File: src/rtl/mem_stage_pkg.sv
// Shared types and defaults for the memory-access stage: opcode and FSM state
// encodings and the default data-memory window.
package mem_stage_pkg;

   localparam int unsigned DMEM_BASE_DEFAULT  = 512;
   localparam int unsigned DMEM_LIMIT_DEFAULT = 1023;

   typedef enum logic [1:0] {
      OP_PASS  = 2'b00,
      OP_LOAD  = 2'b01,
      OP_STORE = 2'b10,
      OP_RSVD  = 2'b11
   } ex_op_e;

   typedef enum logic [1:0] {
      IDLE,
      ISSUE,
      WAIT,
      RESP
   } state_e;

   // Reserved opcode falls through to pass-through handling.
   function automatic logic is_mem_op(input ex_op_e op);
      return (op == OP_LOAD) || (op == OP_STORE);
   endfunction

endpackage

File: src/rtl/mem_range_check.sv
// Combinational legality check for a data-memory byte address: inside the
// [DMEM_BASE, DMEM_LIMIT] window and 8-byte aligned.
module mem_range_check
   import mem_stage_pkg::*;
#(
   parameter int unsigned DMEM_BASE  = DMEM_BASE_DEFAULT,
   parameter int unsigned DMEM_LIMIT = DMEM_LIMIT_DEFAULT
) (
   input  logic [63:0] addr,
   output logic        ok
);

   localparam logic [63:0] BASE  = 64'(DMEM_BASE);
   localparam logic [63:0] LIMIT = 64'(DMEM_LIMIT);

   logic in_window;
   logic aligned;

   always_comb begin
      in_window = (addr >= BASE) && (addr <= LIMIT);
      aligned   = (addr[2:0] == 3'b000);
      ok        = in_window && aligned;
   end

endmodule

File: src/rtl/mem_access_unit.sv
// Memory-access stage: accepts one execute-stage request at a time, performs
// the load/store against the segmented memory and returns a writeback record.
module mem_access_unit
   import mem_stage_pkg::*;
#(
   parameter int unsigned DMEM_BASE  = DMEM_BASE_DEFAULT,
   parameter int unsigned DMEM_LIMIT = DMEM_LIMIT_DEFAULT,
   parameter int unsigned TIMEOUT    = 15
) (
   input  logic        clk,
   input  logic        rst,
   input  logic        ex_valid,
   output logic        ex_ready,
   input  logic [1:0]  ex_op,
   input  logic [63:0] ex_addr,
   input  logic [63:0] ex_wdata,
   input  logic [63:0] ex_alu_result,
   input  logic [4:0]  ex_rd,
   output logic [63:0] mem_address,
   output logic [63:0] mem_data_in,
   output logic        mem_read,
   output logic        mem_write,
   input  logic [63:0] mem_data_out,
   input  logic        mem_valid,
   output logic        wb_valid,
   input  logic        wb_ready,
   output logic [4:0]  wb_rd,
   output logic [63:0] wb_data,
   output logic        wb_we,
   output logic        wb_fault
);

   localparam logic [3:0] TIMEOUT_CNT = 4'(TIMEOUT);

   state_e      state_q, state_d;
   ex_op_e      op_q, op_d;
   logic [63:0] addr_q, addr_d;
   logic [63:0] wdata_q, wdata_d;
   logic [3:0]  cnt_q, cnt_d;
   logic [4:0]  wb_rd_q, wb_rd_d;
   logic [63:0] wb_data_q, wb_data_d;
   logic        wb_we_q, wb_we_d;
   logic        wb_fault_q, wb_fault_d;
   logic        addr_ok;

   mem_range_check #(
      .DMEM_BASE  (DMEM_BASE),
      .DMEM_LIMIT (DMEM_LIMIT)
   ) u_range_check (
      .addr (ex_addr),
      .ok   (addr_ok)
   );

   always_ff @(posedge clk or posedge rst) begin
      if (rst) begin
         state_q    <= IDLE;
         op_q       <= OP_PASS;
         addr_q     <= '0;
         wdata_q    <= '0;
         cnt_q      <= '0;
         wb_rd_q    <= '0;
         wb_data_q  <= '0;
         wb_we_q    <= 1'b0;
         wb_fault_q <= 1'b0;
      end else begin
         state_q    <= state_d;
         op_q       <= op_d;
         addr_q     <= addr_d;
         wdata_q    <= wdata_d;
         cnt_q      <= cnt_d;
         wb_rd_q    <= wb_rd_d;
         wb_data_q  <= wb_data_d;
         wb_we_q    <= wb_we_d;
         wb_fault_q <= wb_fault_d;
      end
   end

   always_comb begin
      state_d    = state_q;
      op_d       = op_q;
      addr_d     = addr_q;
      wdata_d    = wdata_q;
      cnt_d      = cnt_q;
      wb_rd_d    = wb_rd_q;
      wb_data_d  = wb_data_q;
      wb_we_d    = wb_we_q;
      wb_fault_d = wb_fault_q;
      ex_ready   = 1'b0;
      mem_read   = 1'b0;
      mem_write  = 1'b0;
      wb_valid   = 1'b0;

      unique case (state_q)
         IDLE: begin
            ex_ready = 1'b1;
            if (ex_valid) begin
               op_d    = ex_op_e'(ex_op);
               addr_d  = ex_addr;
               wdata_d = ex_wdata;
               wb_rd_d = ex_rd;
               cnt_d   = '0;
               if (!is_mem_op(op_d)) begin
                  state_d    = RESP;
                  wb_data_d  = ex_alu_result;
                  wb_we_d    = 1'b1;
                  wb_fault_d = 1'b0;
               end else if (!addr_ok) begin
                  state_d    = RESP;
                  wb_data_d  = '0;
                  wb_we_d    = 1'b0;
                  wb_fault_d = 1'b1;
               end else begin
                  state_d = ISSUE;
               end
            end
         end

         ISSUE, WAIT: begin
            mem_read  = (state_q == ISSUE) && (op_q == OP_LOAD);
            mem_write = (state_q == ISSUE) && (op_q == OP_STORE);
            if (mem_valid) begin
               state_d    = RESP;
               wb_fault_d = 1'b0;
               if (op_q == OP_LOAD) begin
                  wb_data_d = mem_data_out;
                  wb_we_d   = 1'b1;
               end else begin
                  wb_data_d = '0;
                  wb_we_d   = 1'b0;
               end
            end else if (state_q == ISSUE) begin
               state_d = WAIT;
            end else if (cnt_q + 4'd1 == TIMEOUT_CNT) begin
               // Count reaches TIMEOUT on the last WAIT cycle; a completion
               // arriving on that same cycle still wins over the fault.
               state_d    = RESP;
               cnt_d      = cnt_q + 4'd1;
               wb_data_d  = '0;
               wb_we_d    = 1'b0;
               wb_fault_d = 1'b1;
            end else begin
               cnt_d = cnt_q + 4'd1;
            end
         end

         RESP: begin
            wb_valid = 1'b1;
            if (wb_ready) begin
               state_d = IDLE;
            end
         end

         default: state_d = IDLE;
      endcase
   end

   assign mem_address = addr_q;
   assign mem_data_in = wdata_q;
   assign wb_rd       = wb_rd_q;
   assign wb_data     = wb_data_q;
   assign wb_we       = wb_we_q;
   assign wb_fault    = wb_fault_q;

endmodule

File: config.mk
export PLATFORM = sky130hd
export DESIGN_NAME = mem_access_unit
export DESIGN_NICKNAME = d
export VERILOG_FILES = /design/src/rtl/mem_stage_pkg.sv /design/src/rtl/mem_range_check.sv /design/src/rtl/mem_access_unit.sv
export SDC_FILE = /design/constraint.sdc
export NUM_CORES = 1
export LEC_CHECK = 0
export ABC_AREA = 1
export CAP_MARGIN = 15
export CORE_MARGIN = 2
export CORE_UTILIZATION = 25
export CTS_BUF_LIST = sky130_fd_sc_hd__clkbuf_16
export DETAILED_ROUTE_END_ITERATION = 8
export SYNTH_ARGS = -nofsm -noshare
export SYNTH_HDL_FRONTEND = slang
export SYNTH_SLANG_ARGS = --single-unit
File: constraint.sdc
create_clock -name clk -period 9.3 [get_ports clk]
set_input_delay 1.86 -clock clk [delete_from_list [all_inputs] [get_ports clk]]
set_output_delay 1.86 -clock clk [all_outputs]
set_load 0.005 [all_outputs]
# == Yosys cells after proc, flatten, opt, wreduce, memory -nomap -nowiden ==
# Cells that the tools add are included.
# totals
regBits,207
latch_bits,0
mem_bits_rw,0
mem_bits_ro,0
out_inout_bits,203
n_memories,0
# classes
addsub,1
mul,0
div_mod_pow,0
magnitude_cmp,2
eq_ne,16
n_shift,0
muxes,39
n_bitwise,0
n_reduce_logical,13
# op_table
op,n
$mux 64,7
$pmux 64 s2,1
$ge 64x10->1 const B,1
$le 64x10->1 const B,1
$mux 1,17
$mux 2,7
$mux 4,3
$ne 3x3->1 const B,3
$eq 2x2->1 const B,4
$ne 2x2->1 const B,4
$pmux 4 s2,1
$eq 2x1->1 const B,3
$pmux 2 s3,1
$reduce_and 5->1,1
$add 4x1->4 const B,1
$eq 4x4->1 const B,1
$logic_and 1x1->1,4
$ne 4x4->1 const B,1
$pmux 1 s2,2
$reduce_and 4->1,1
$logic_not 3->1,1
$reduce_and 3->1,1
$logic_not 2->1,1
$reduce_and 2->1,1
3 further kinds,3

# == Longest topological paths before layout ==
# depth
depth_word,7
mapped_depth,12
depth_no_buf,10

# == By module ==
# Synthesis repeated with hierarchy kept, for this count alone.
# unflattened
hier_cells,953
hier_area_um2,9431.5
# modules_own_cells
module,n_inst,cells_per_inst,area_each_um2
mem_access_unit,1,872,9111.2
mem_range_check,1,81,320.3

# == Worst setup path before layout ==
# Ideal clock, no wire load.
# synth_path
path_kind,register to output
startpoint,register state_q[0]
endpoint,output port mem_read
arrival_ps,1134
t_required_ps,7440
slack_ps,6306
path_stages_with_launch,5
cell_sequence,dfrtp_1 inv_1 ha_1 nand2_1 nor3b_1
# synth_between
elab_chain_cells,3
word_cells_on_any_way,5
cone_classes,eq/ne (2); mux (1); reduce/logical (2)
# synth_rtl
element,line_no,text
from (decl),mem_access_unit.sv:35,"state_e state_q, state_d;"
from (signal assigned),mem_access_unit.sv:66,state_q <= state_d;
$eq 2x1->1 or $eq 2x2->1 (tied branches),"mem_access_unit.sv:93, mem_access_unit.sv:119",
$reduce_or 2->1 or $logic_and 1x1->1 (tied branches),"mem_access_unit.sv:93, mem_access_unit.sv:119",
$mux 1 *,mem_access_unit.sv:93,unique case (state_q)
to (decl),mem_access_unit.sv:21,"output logic mem_read,"
# Every way passes the cells marked *; elsewhere a longest branch is shown, timed or not.

# == Worst setup path in the final report ==
# layout_path
startpoint,input port ex_valid
endpoint,register wb_data_q[24] (netlist: wb_data[24])
# layout_between
elab_chain_cells,2
# layout_rtl
element,line_no,text
from (decl),mem_access_unit.sv:12,"input logic ex_valid,"
$ne 2x2->1 (no source line),--,
$reduce_and 5->1 (no source line),--,
to (signal assigned),mem_access_unit.sv:72,wb_data_q <= wb_data_d;
to (decl),mem_access_unit.sv:41,"logic [63:0] wb_data_q, wb_data_d;"
# Every way passes these cells.
# A chain may end at the register's enable or synchronous reset.

==> summary.txt <==
Run status
  • Outcome: completed

Placed design
  • DP HPWL: roughly 23 mm
  • Post-DP Area: about 0.014 mm2
  • Port Buf Inserts: 470
  • Place WS: approximately 4.3 ns
  • Post-placement cell count: approximately 1.8k
  • Routability cong.: approximately 0.8

Clock tree
  • Hold buffer count at cts: 0
  • Root Buffer: clkbuf_16
  • Post-CTS Resized: 0
  • Cts bufs inserted: 27
  • # H-tree levels: 1
  • Post-CTS Repair Setup Buffers: 0
  • Maximum clock path buffer count: 3
  • Worst-path clk slew: 0.06 ns
  • CTS tree: yes
  • Clk sinks: 207
  • Skew-Pair Late Insertion Delay: 0.53 ns

Yosys
  • Post-synth EDFFs: 0
  • Seq cells post-synth: roughly 210
  • Register area share after synthesis: a little under three fifths
  • Syn Inst Count: 932
  • Synth Net Count: about 1.2k
  • Multiplexer area fraction after synthesis: about 15%
  • Compound-gate portion of the synthesized area: 4.90%
  • Asr flop ratio synth: 100%
  • Dominant cells by area after synthesis: dfrtp_1 (57%), mux2_2 (15%), nand2_1 (10%), nand3_1 (4.2%), inv_1 (3.8%)
  • Syn avg cell area: between 9 and 10 um2
  • Top cell type's share of synthesized area: 56.6%
  • Ys flop type: dfrtp_1
  • Yosys Warn Count: 0
  • Post-synthesis simple-gate area fraction: 16.2%
  • Synth Area in Adders: less than 1%
  • Mapped cell area: 0.00915 mm2
  • Post-Synth XOR/XNOR Area: 0%
  • Yosys top cell by area: dfrtp_1
  • Main combinational cell family by area after synthesis: simple AND/OR/NAND/NOR gates
  • Distinct cell type count after synthesis: 23

Setup path
  • Reg-to-reg setup timing slack: between 5 and 6 ns
  • Critical path arrival: 4.80 ns
  • Critical path data required time: slightly below 10 ns
  • Worst Setup SP: ex_valid
  • Worst Setup EP: wb_data[24]
  • WS Path Type: primary input to flip-flop
  • Terminus of the critical flop-to-flop path: wb_data[24]
  • Depth of the worst register-to-register path: 12
  • Reg2reg start: state_q[0]
  • Worst-path fanout max: 77
  • CP Capture Type: flip-flop
  • Crit path launch type: primary input

Timing
  • PnR worst setup slack: about 5 ns
  • F_max: between 200 and 250 MHz
  • Slew Limit Fails: 0
  • Final worst-path cycle share: between 40% and 50%
  • Final setup skew: roughly 0.014 ns
  • Worst-margin pin slew: approximately 1 ns
  • Setup TNS: 0 ns
  • Min Hold Slack: between 0.4 and 0.5 ns
  • Final setup fails: 0
  • Worst slew margin: between 30% and 40%
  • Crit path time final: around 4.3 ns
  • RSZ-0062 raised after global routing: no
  • Final hold vios: 0

Global routing
  • First-pass GRT wire length: between 40 and 50 mm
  • Vias in the first global route: 8186
  • Overflow after GRT: 0
  • Initial antenna violation count: 0
  • Pin count of the biggest net entering global routing: 96
  • Gr usage total: 15.8%

Floorplanning
  • Core area: about 0.036 mm2
  • Die Area: 0.0381 mm2
  • Number of top-level pins: between 400 and 500
  • Die Wd: between 150 and 200 um
  • Number of core rows: 70
  • Starting Density: roughly 25%
  • Die Ht: between 150 and 200 um

Routing
  • Iteration-0 DRC Markers: between 300 and 400
  • Vias per cell: 4.31
  • Final ANT Viol Nets: 0
  • TritonRoute pass-1 iters: 4
  • Via count: roughly 8.1k
  • Post-Route WL: 30.9 mm
  • Remaining DRCs: 0
  • Wire length per cell: approximately 16 um

Finish
  • Fin nets: 1663
  • Layout cell share with drive strength beyond 1: 12.6%
  • Fin cells: between 1.5k and 2k
  • Final Instance Area: 0.0152 mm2
  • Inserted Diodes: 0
  • Layout area overhead: 65.8%

Run
  • Total of max-cap violations: 0

Power
  • Max VDD drop: 199 uV
  • PwrDens: approximately 300 mW/mm2
  • Leak: ~6.8 nW

Hold path
  • Hold Crit Class: flip-flop to flip-flop
[cells in the mapped netlist, types with 2 or more instances]
| cell | n |
|---|---|
| buf_4 | 6 |
| o22ai_1 | 2 |
| nand3_1 | 77 |
| nor2_1 | 37 |
| mux2_2 | 122 |
| dfrtp_1 | 207 |
| clkbuf_1 | 18 |
| inv_1 | 92 |
| o21ai_0 | 60 |
| o21ai_1 | 22 |
| inv_2 | 2 |
| nand2_1 | 246 |
| buf_1 | 10 |
| ha_1 | 6 |
| buf_2 | 17 |
[state kept, by name (all words and copies together), names as in the netlist]
signal,cells
wb_we,1
mem_data_in,64
op_q,2
wb_fault,1
wb_data,64
wb_rd,5
cnt_q,4
mem_address,64
state_q,2
[logic make-up after synthesis]
| group | after synthesis |
|---|---|
| simple gates | 365 |
| flops | 207 |
| buf+inv | 145 |
| mux | 122 |
| compound gates | 87 |
| fa+ha+maj | 6 |
[power breakdown]
part	internal (mW)	switching, mW	total, mW
registers	1.29	0.192	1.48
logic	1.14	0.910	2.05
clock network	0.607	0.400	1.01
[how the worst min path moves through the flow]
stage / from / endpoint / slack, ns / cells after the start
floorplan: wb_data[0] / wb_data[0] / 0.47 / 2
global placement: wb_data[19] / wb_data[19] / 0.45 / 2
detailed placement: wb_data[39] / wb_data[39] / 0.46 / 2
CTS: wb_data[20] / wb_data[20] / 0.47 / 2
global route: wb_data[39] / wb_data[39] / 0.49 / 2
finish: wb_data[29] / wb_data[29] / 0.47 / 2
[cell type report]
class | instances | area (um2)
multi-input combinational | 580 | 3400
inverter | 94 | 360
fill | 3564 | 21200
timing repair buffer | 479 | 4770
clock buffer | 27 | 676
clock inverter | 23 | 183
tap | 468 | 586
sequential | 207 | 5180
[per-stage QoR]
stage,utilization [%],power (mW)
finish,41.7,4.54
global placement,39.3,3.54
detailed placement,39.3,3.58
CTS,41.7,4.62
floorplan,-,2.43
global route,41.7,4.86
[critical path: stages]
cell and delay (ns):
clkdlybuf4s50_1 0.46, nand2_4 0.08, buf_4 0.71, o21ai_2 0.16, o21ai_1 0.19, a21oi_4 0.04
buf_4 0.32, nand2_2 0.15, buf_4 0.56, nand2_1 0.12, nand2_1 0.09
[layer usage]
| layer | vias to the layer above | GRT usage (%) | wire length [um] |
|---|---|---|---|
| li1 | 3926 | - | - |
| met1 | 3882 | 19.8 | 12600 |
| met2 | 249 | 27.7 | 15600 |
| met3 | 42 | 3.21 | 1790 |
| met4 | 0 | 4.27 | 791 |
| met5 | - | 0 | 0 |
[cell usage in the layout, fill, tap and decap left out, types with 2 or more instances in the layout]
cell	netlist	layout
buf_4	6	9
bufinv_16	0	3
clkbuf_16	0	27
clkdlybuf4s50_1	0	470
clkinv_1	0	10
clkinv_2	0	2
dfrtp_1	207	207
ha_1	6	6
inv_1	92	95
inv_2	2	3
inv_6	0	2
mux2_2	122	122
nand2_1	246	244
nand3_1	77	75
nand3_2	0	2
nor2_1	37	37
o21ai_0	60	60
o21ai_1	22	22
o22ai_1	2	2
Power figures use the tool's default switching activity.
